**src/rtl/pipe_hazard_ctrl.sv**
```systemverilog
// Hazard/forwarding controller beside ID: tracks DEPTH in-flight writers, picks forwarding sources, raises load-use stall.
// Optional HAZ_STATS_EN adds saturating stall_cnt/flush_cnt outputs.
module pipe_hazard_ctrl #(
   parameter int REG_AW            = 5,
   parameter int DEPTH             = 3,
   parameter int LOAD_STALL_STAGES = 1,
   parameter int FW                = $clog2(DEPTH + 1)
) (
   input  logic              Clock,
   input  logic              Resetn,
   input  logic [REG_AW-1:0] id_rs,
   input  logic [REG_AW-1:0] id_rt,
   input  logic              id_use_rs,
   input  logic              id_use_rt,
   input  logic [REG_AW-1:0] id_d,
   input  logic              id_wreg,
   input  logic              id_m2reg,
   input  logic              flush,
   output logic              stall,
   output logic [FW-1:0]     fwda,
   output logic [FW-1:0]     fwdb,
   output logic [DEPTH-1:0]  slot_valid
`ifdef HAZ_STATS_EN
   ,
   output logic [31:0]       stall_cnt,
   output logic [31:0]       flush_cnt
`endif
);

   // Bit k-1 of each vector describes slot k (slot 1 = EXE).
   logic [DEPTH-1:0]             wreg_q, wreg_d;
   logic [DEPTH-1:0]             m2reg_q, m2reg_d;
   logic [DEPTH-1:0][REG_AW-1:0] dst_q, dst_d;
   logic [DEPTH-1:0]             match_a, match_b;
   logic                         hazard;
   logic                         accept;

   always_comb begin
      // NOTE: every comb output gets a default first so no path infers a latch.
      match_a = '0;
      match_b = '0;
      hazard  = 1'b0;
      fwda    = '0;
      fwdb    = '0;
      for (int k = 0; k < DEPTH; k++) begin
         match_a[k] = wreg_q[k] && id_use_rs && (id_rs != '0) && (dst_q[k] == id_rs);
         match_b[k] = wreg_q[k] && id_use_rt && (id_rt != '0) && (dst_q[k] == id_rt);
      end
      // Scan oldest to youngest so the youngest producer is written last and wins.
      for (int k = DEPTH - 1; k >= 0; k--) begin
         if (match_a[k]) fwda = FW'(k + 1);
         if (match_b[k]) fwdb = FW'(k + 1);
      end
      for (int k = 0; k < LOAD_STALL_STAGES; k++) begin
         if (m2reg_q[k] && (match_a[k] || match_b[k])) hazard = 1'b1;
      end
      stall  = hazard && !flush;
      accept = !stall && !flush;
   end

   always_comb begin
      wreg_d  = {wreg_q[DEPTH-2:0],  id_wreg  && accept};
      m2reg_d = {m2reg_q[DEPTH-2:0], id_m2reg && accept};
      dst_d   = {dst_q[DEPTH-2:0],   accept ? id_d : {REG_AW{1'b0}}};
   end

   always_ff @(posedge Clock) begin
      // NOTE: sequential state uses non-blocking assignment; the slot file is a
      // handful of flops, so it clears on reset like any other register.
      if (!Resetn) begin
         wreg_q  <= '0;
         m2reg_q <= '0;
         dst_q   <= '0;
      end else begin
         wreg_q  <= wreg_d;
         m2reg_q <= m2reg_d;
         dst_q   <= dst_d;
      end
   end

   assign slot_valid = wreg_q;

`ifdef HAZ_STATS_EN
   logic [31:0] stall_cnt_q, stall_cnt_d;
   logic [31:0] flush_cnt_q, flush_cnt_d;

   always_comb begin
      stall_cnt_d = stall_cnt_q;
      flush_cnt_d = flush_cnt_q;
      if (stall && (stall_cnt_q != 32'hFFFF_FFFF)) stall_cnt_d = stall_cnt_q + 32'd1;
      if (flush && (flush_cnt_q != 32'hFFFF_FFFF)) flush_cnt_d = flush_cnt_q + 32'd1;
   end

   always_ff @(posedge Clock) begin
      if (!Resetn) begin
         stall_cnt_q <= '0;
         flush_cnt_q <= '0;
      end else begin
         stall_cnt_q <= stall_cnt_d;
         flush_cnt_q <= flush_cnt_d;
      end
   end

   assign stall_cnt = stall_cnt_q;
   assign flush_cnt = flush_cnt_q;
`endif

endmodule

```
**config.mk**
```make
export PLATFORM = sky130hd
export DESIGN_NAME = pipe_hazard_ctrl
export DESIGN_NICKNAME = d
export VERILOG_FILES = /design/src/rtl/pipe_hazard_ctrl.sv
export SDC_FILE = /design/constraint.sdc
export NUM_CORES = 1
export LEC_CHECK = 0
export CAP_MARGIN = 40
export CORE_UTILIZATION = 41
export DETAILED_ROUTE_END_ITERATION = 8
export GPL_TIMING_DRIVEN = 0
export PLACE_DENSITY_LB_ADDON = 0.3
export SKIP_CTS_REPAIR_TIMING = 1
export SYNTH_ARGS = -nofsm -noshare
export SYNTH_HDL_FRONTEND = slang
export SYNTH_SLANG_ARGS = --single-unit
```
**constraint.sdc**
```tcl
create_clock -name Clock -period 1.8 [get_ports Clock]
set_input_delay 0.36 -clock Clock [delete_from_list [all_inputs] [get_ports Clock]]
set_output_delay 0.36 -clock Clock [all_outputs]
set_load 0.01 [all_outputs]
```
# == After elaboration in Yosys (flattened, before gate mapping) ==
# Index checks and enable logic that the tools add are counted.
# totals
out_inout_bits,8
reg_bits,19
wordCells,47
input_bits,22
# classes
eq_ne,6
n_reduce_logical,29
mux,7
# op_table
cell,count
$eq A5 B5 Y1,6
$logic_and A1 B1 Y1,23
$mux W2,6
$reduce_bool A5 Y1,2
$logic_not A1 Y1,2
$reduce_and A2 Y1,1
$logic_or A1 B1 Y1,1
$mux W1,1

# == Longest topological paths before layout ==
# logic_depth
word_depth,10
ltp_mapped,5
ltp_nobuf,5

# == Least setup slack after synthesis ==
# OpenSTA, ideal clock, no wires.
# synth_timing
path_type,input -> output
start,input port id_rt[2]
end,output port stall
n_path_buf,0
arrival_time_ns,1.466
path_stages,5
required_time_ns,1.440
setup_slack_ns,-0.026
cell_sequence,xor2_1 > nor4_1 > nand4_2 > a21boi_4 > nor2b_1
# synth_between
elab_chain_cells,7
# synth_rtl
element,line,text
"start, declared",12,"input logic [REG_AW-1:0] id_rt,"
$reduce_bool A5 Y1,47,match_b[k] = wreg_q[k] && id_use_rt && (id_rt != '0) && (dst_q[k] == id_rt);
$logic_and A1 B1 Y1,47,
$logic_and A1 B1 Y1 *,47,
$logic_or A1 B1 Y1 *,55,if (m2reg_q[k] && (match_a[k] || match_b[k])) hazard = 1'b1;
$logic_and A1 B1 Y1 *,55,
$mux W1 *,55,
$logic_and A1 B1 Y1 *,57,stall = hazard && !flush;
"end, declared",19,"output logic stall,"
# Every way passes the cells marked *; elsewhere a longest branch is shown, timed or not.

# == Worst setup path after layout ==
# layout_timing
start,register dst_q (netlist bit dst_d[5])
end,output port stall
# layout_between
elab_chain_cells,6
# layout_rtl
element,line,text
"start, declared",33,"logic [DEPTH-1:0][REG_AW-1:0] dst_q, dst_d;"
"start signal, assigned",77,dst_q <= dst_d;
$eq A5 B5 Y1 (on tied branches),"46, 47",
$logic_and A1 B1 Y1 (on tied branches),"46, 47",
$logic_or A1 B1 Y1 *,55,
$logic_and A1 B1 Y1 *,55,
$mux W1 *,55,
$logic_and A1 B1 Y1 *,57,
# Marked as above.

==> results.cfg <==
[sta]
slew_headroom_pct = 76.69
hold_slack_ps = 502.6
clock.fmax_mhz = 458.0
finalCriticalPeriod_ps = 2184
hold_viol_final = 0
worst_pin_slew_ps = 346.8
slew_viol_final = 0
fin_worst_skew_ps = 10.51
rsz0062_at_grt = true
setup_viol = 5
setup_ws_ps = -383.6
finalCritPeriodShare_pct = 121.3

[worst_setup_path]
crit_chain = xor2_1 > nor4_2 > nand4_4 > a21boi_4 > nor2b_4 > buf_6
rrSetupSlack_ps = 260
path_delay_family = simple AND/OR/NAND/NOR gates
start_kind = flop
worstPathArrival_ps = 1820
path_class = flop to output port
cp-end-kind = output port
crit_slowest_cell = nor4_2
worst-path-buf-inv = 1
critPathMaxStageDelay_ps = 400
critical_path.max_fanout = 4
required_ps = 1440

[routing]
first_pass_iters = 4
drcViolationCount = 0
drtIter0Drc = 8
wl_per_cell_um = 12.94
ant_nets = 0
viasPerCell = 4.983
num_vias = 862
wl_um = 2239

[clock_network]
clock-sinks = 19
clkLatencyLatePin_ps = 300
clock_path_buffers = 2
clkTransAtPathRegs_ps = 110
htree_levels = 1
cts_buffers = 3
cts_tree = built
cts-root-buf = clkbuf_4

[grt]
grt_pass1_vias = 819
grt_antenna_before_repair = 0
grt_max_degree = 11
grt_overflow = 0
grt.total_usage_pct = 18.07
grt_pass1_wl_um = 3450

[synthesis]
ys_warn_count = 0
synth-seq-cells = 19
async_reset_ff_share_pct = 0
synth_top_area_cell = dfxtp_1
ys_seq_area_share_pct = 37.72
avgSynthCellArea_um2 = 9.697
synth_common_cells = xor2_1 (20), dfxtp_1 (19), and2_1 (12)
netlist_instances = 104
netlist.area_leader.share_pct = 37.72
syn-num-nets = 126
synthMostInstantiatedCell = xor2_1
synth_flop_cell = dfxtp_1
synth_edf_count = 0
synth_cell_types = 24
synth.area.top_cells = dfxtp_1 (38%), xor2_1 (17%), xnor2_1 (8.7%)
syn-cell-area_um2 = 1008

[floorplanning]
core_area_um2 = 2255
fp.dieW_um = 51.60
rows = 17
die_h_um = 51.60
ios = 30
die-area_um2 = 2662
initial_core_util_pct = 44.73

[power_and_ir_drop]
power.leakage_nw = 0.6858
vdd.ir_drop.worst_mv = 0.4758
seqPwrFrac_pct = 54.5
switching_share_pct = 26.30
p_per_area_nw_per_um2 = 550.3
power.switching_w = 0.0002152
p_clk_share_pct = 26.4
intPower_w = 0.0006029
combPwrFrac_pct = 19.2

[placed_design]
io_buffers = 29
post-dp-hpwl_um = 1689
gp_congestion = 0.8526
placed_cells = 161

[worst_hold_path]
min-delay-path-class = flop to flop

[job]
max_cap_violations = 0

[layout]
syn2layout_area_growth_pct = 47.40
final_nets = 168
nFillCells = 193
stdcell_count = 173
antenna_cells = 0
post_route_cells_drive_above_1_share_pct = 29.66

[status]
outcome = finished with violations
violations = negative setup slack
==> state kept, by name, summed over array words and instances (netlist names) <==
signal	cells
dst_d	10
dst_q	5
m2reg_q	1
slot_valid	3
==> worst register-to-register path: cells and delay by family (launching register included) <==
kind | cells | cell delay (ps)
simple gates | 3 | 600
flops | 1 | 350
compound gates | 1 | 180
buf+inv | 1 | 150
xor+xnor | 1 | 160
==> stage by stage <==
stage | setup WS [ps] | power, W | setup TNS [ps] | instance area (µm²) | util (%)
2_1_floorplan | -23.53 | 0.0005172 | -42.44 | 1015 | -
3_3_place_gp | -1215 | 0.0005946 | -7977 | 1340 | 59.43
3_5_place_dp | -1218 | 0.0005988 | -8149 | 1340 | 59.43
4_1_cts | -1235 | 0.0008122 | -5942 | 1366 | 60.60
5_1_grt | -476.4 | 0.0008563 | -2064 | 1486 | 65.93
6_report | -383.6 | 0.0008180 | -1694 | 1486 | 65.93
==> layout make-up <==
class | count | area (µm²) | share of cell area (%)
repair buffers | 37 | 330.3 | 22.22
well taps | 28 | 35.03 | 2.357
multi-input cells | 82 | 689.4 | 46.38
plain buffers | 3 | 18.77 | 1.263
clock buffers | 4 | 26.28 | 1.768
flip-flops and latches | 19 | 386.6 | 26.01
==> power by group through the flow <==
stage / Clock [W] / Sequential, W / Combinational, W
global placement: 0 / 0.000453 / 0.000141
global route: 0.000240 / 0.000448 / 0.000169
detailed placement: 0 / 0.000454 / 0.000145
finish: 0.000216 / 0.000445 / 0.000157
CTS: 0.000222 / 0.000444 / 0.000146
floorplan: 0 / 0.000452 / 0.0000655
==> cell usage in the layout (no fill, tap or decap), drive strengths merged <==
cell and instances:
xor2 20, dfxtp 19, clkdlybuf4s50 14, buf 14
and2 12, xnor2 10, clkbuf 10, nand2 9
nor2 6, dlymetal6s2s 6, nor4 5, nand4 4
nor3 3, or4 2, o21a 2, a21boi 2
nor2b 2, o21ai 1, nand3 1, nand4b 1
o31ai 1, nand2b 1
==> final timing paths <==
kind             from        end  cells after the start
max          dst_d[5]      stall                      6
min          dst_d[5]  dst_d[10]                      1
min reg2reg  dst_d[5]  dst_d[10]                      1
max reg2reg  dst_d[5]   dst_d[9]                      6
==> kinds of logic after synthesis <==
kind of cell           Yosys count  synth area share (%)
AO/OA/AOI/OAI                    6                 6.452
buffers and inverters            3                 1.860
XOR/XNOR                        30                 26.05
AND/OR/NAND/NOR                 46                 27.91
flip-flops                      19                 37.72
==> layer usage <==
metal	GRT usage [%]	vias up	wire (µm)	part of all wire, %
met2	32.90	30	1148	51
met3	4.094	4	138	6.2
met1	19.68	402	901	40
li1	-	426	-	-
met4	8.108	0	51	2.3
met5	0	-	0	0
No activity file was read; power rests on OpenSTA's default activity.
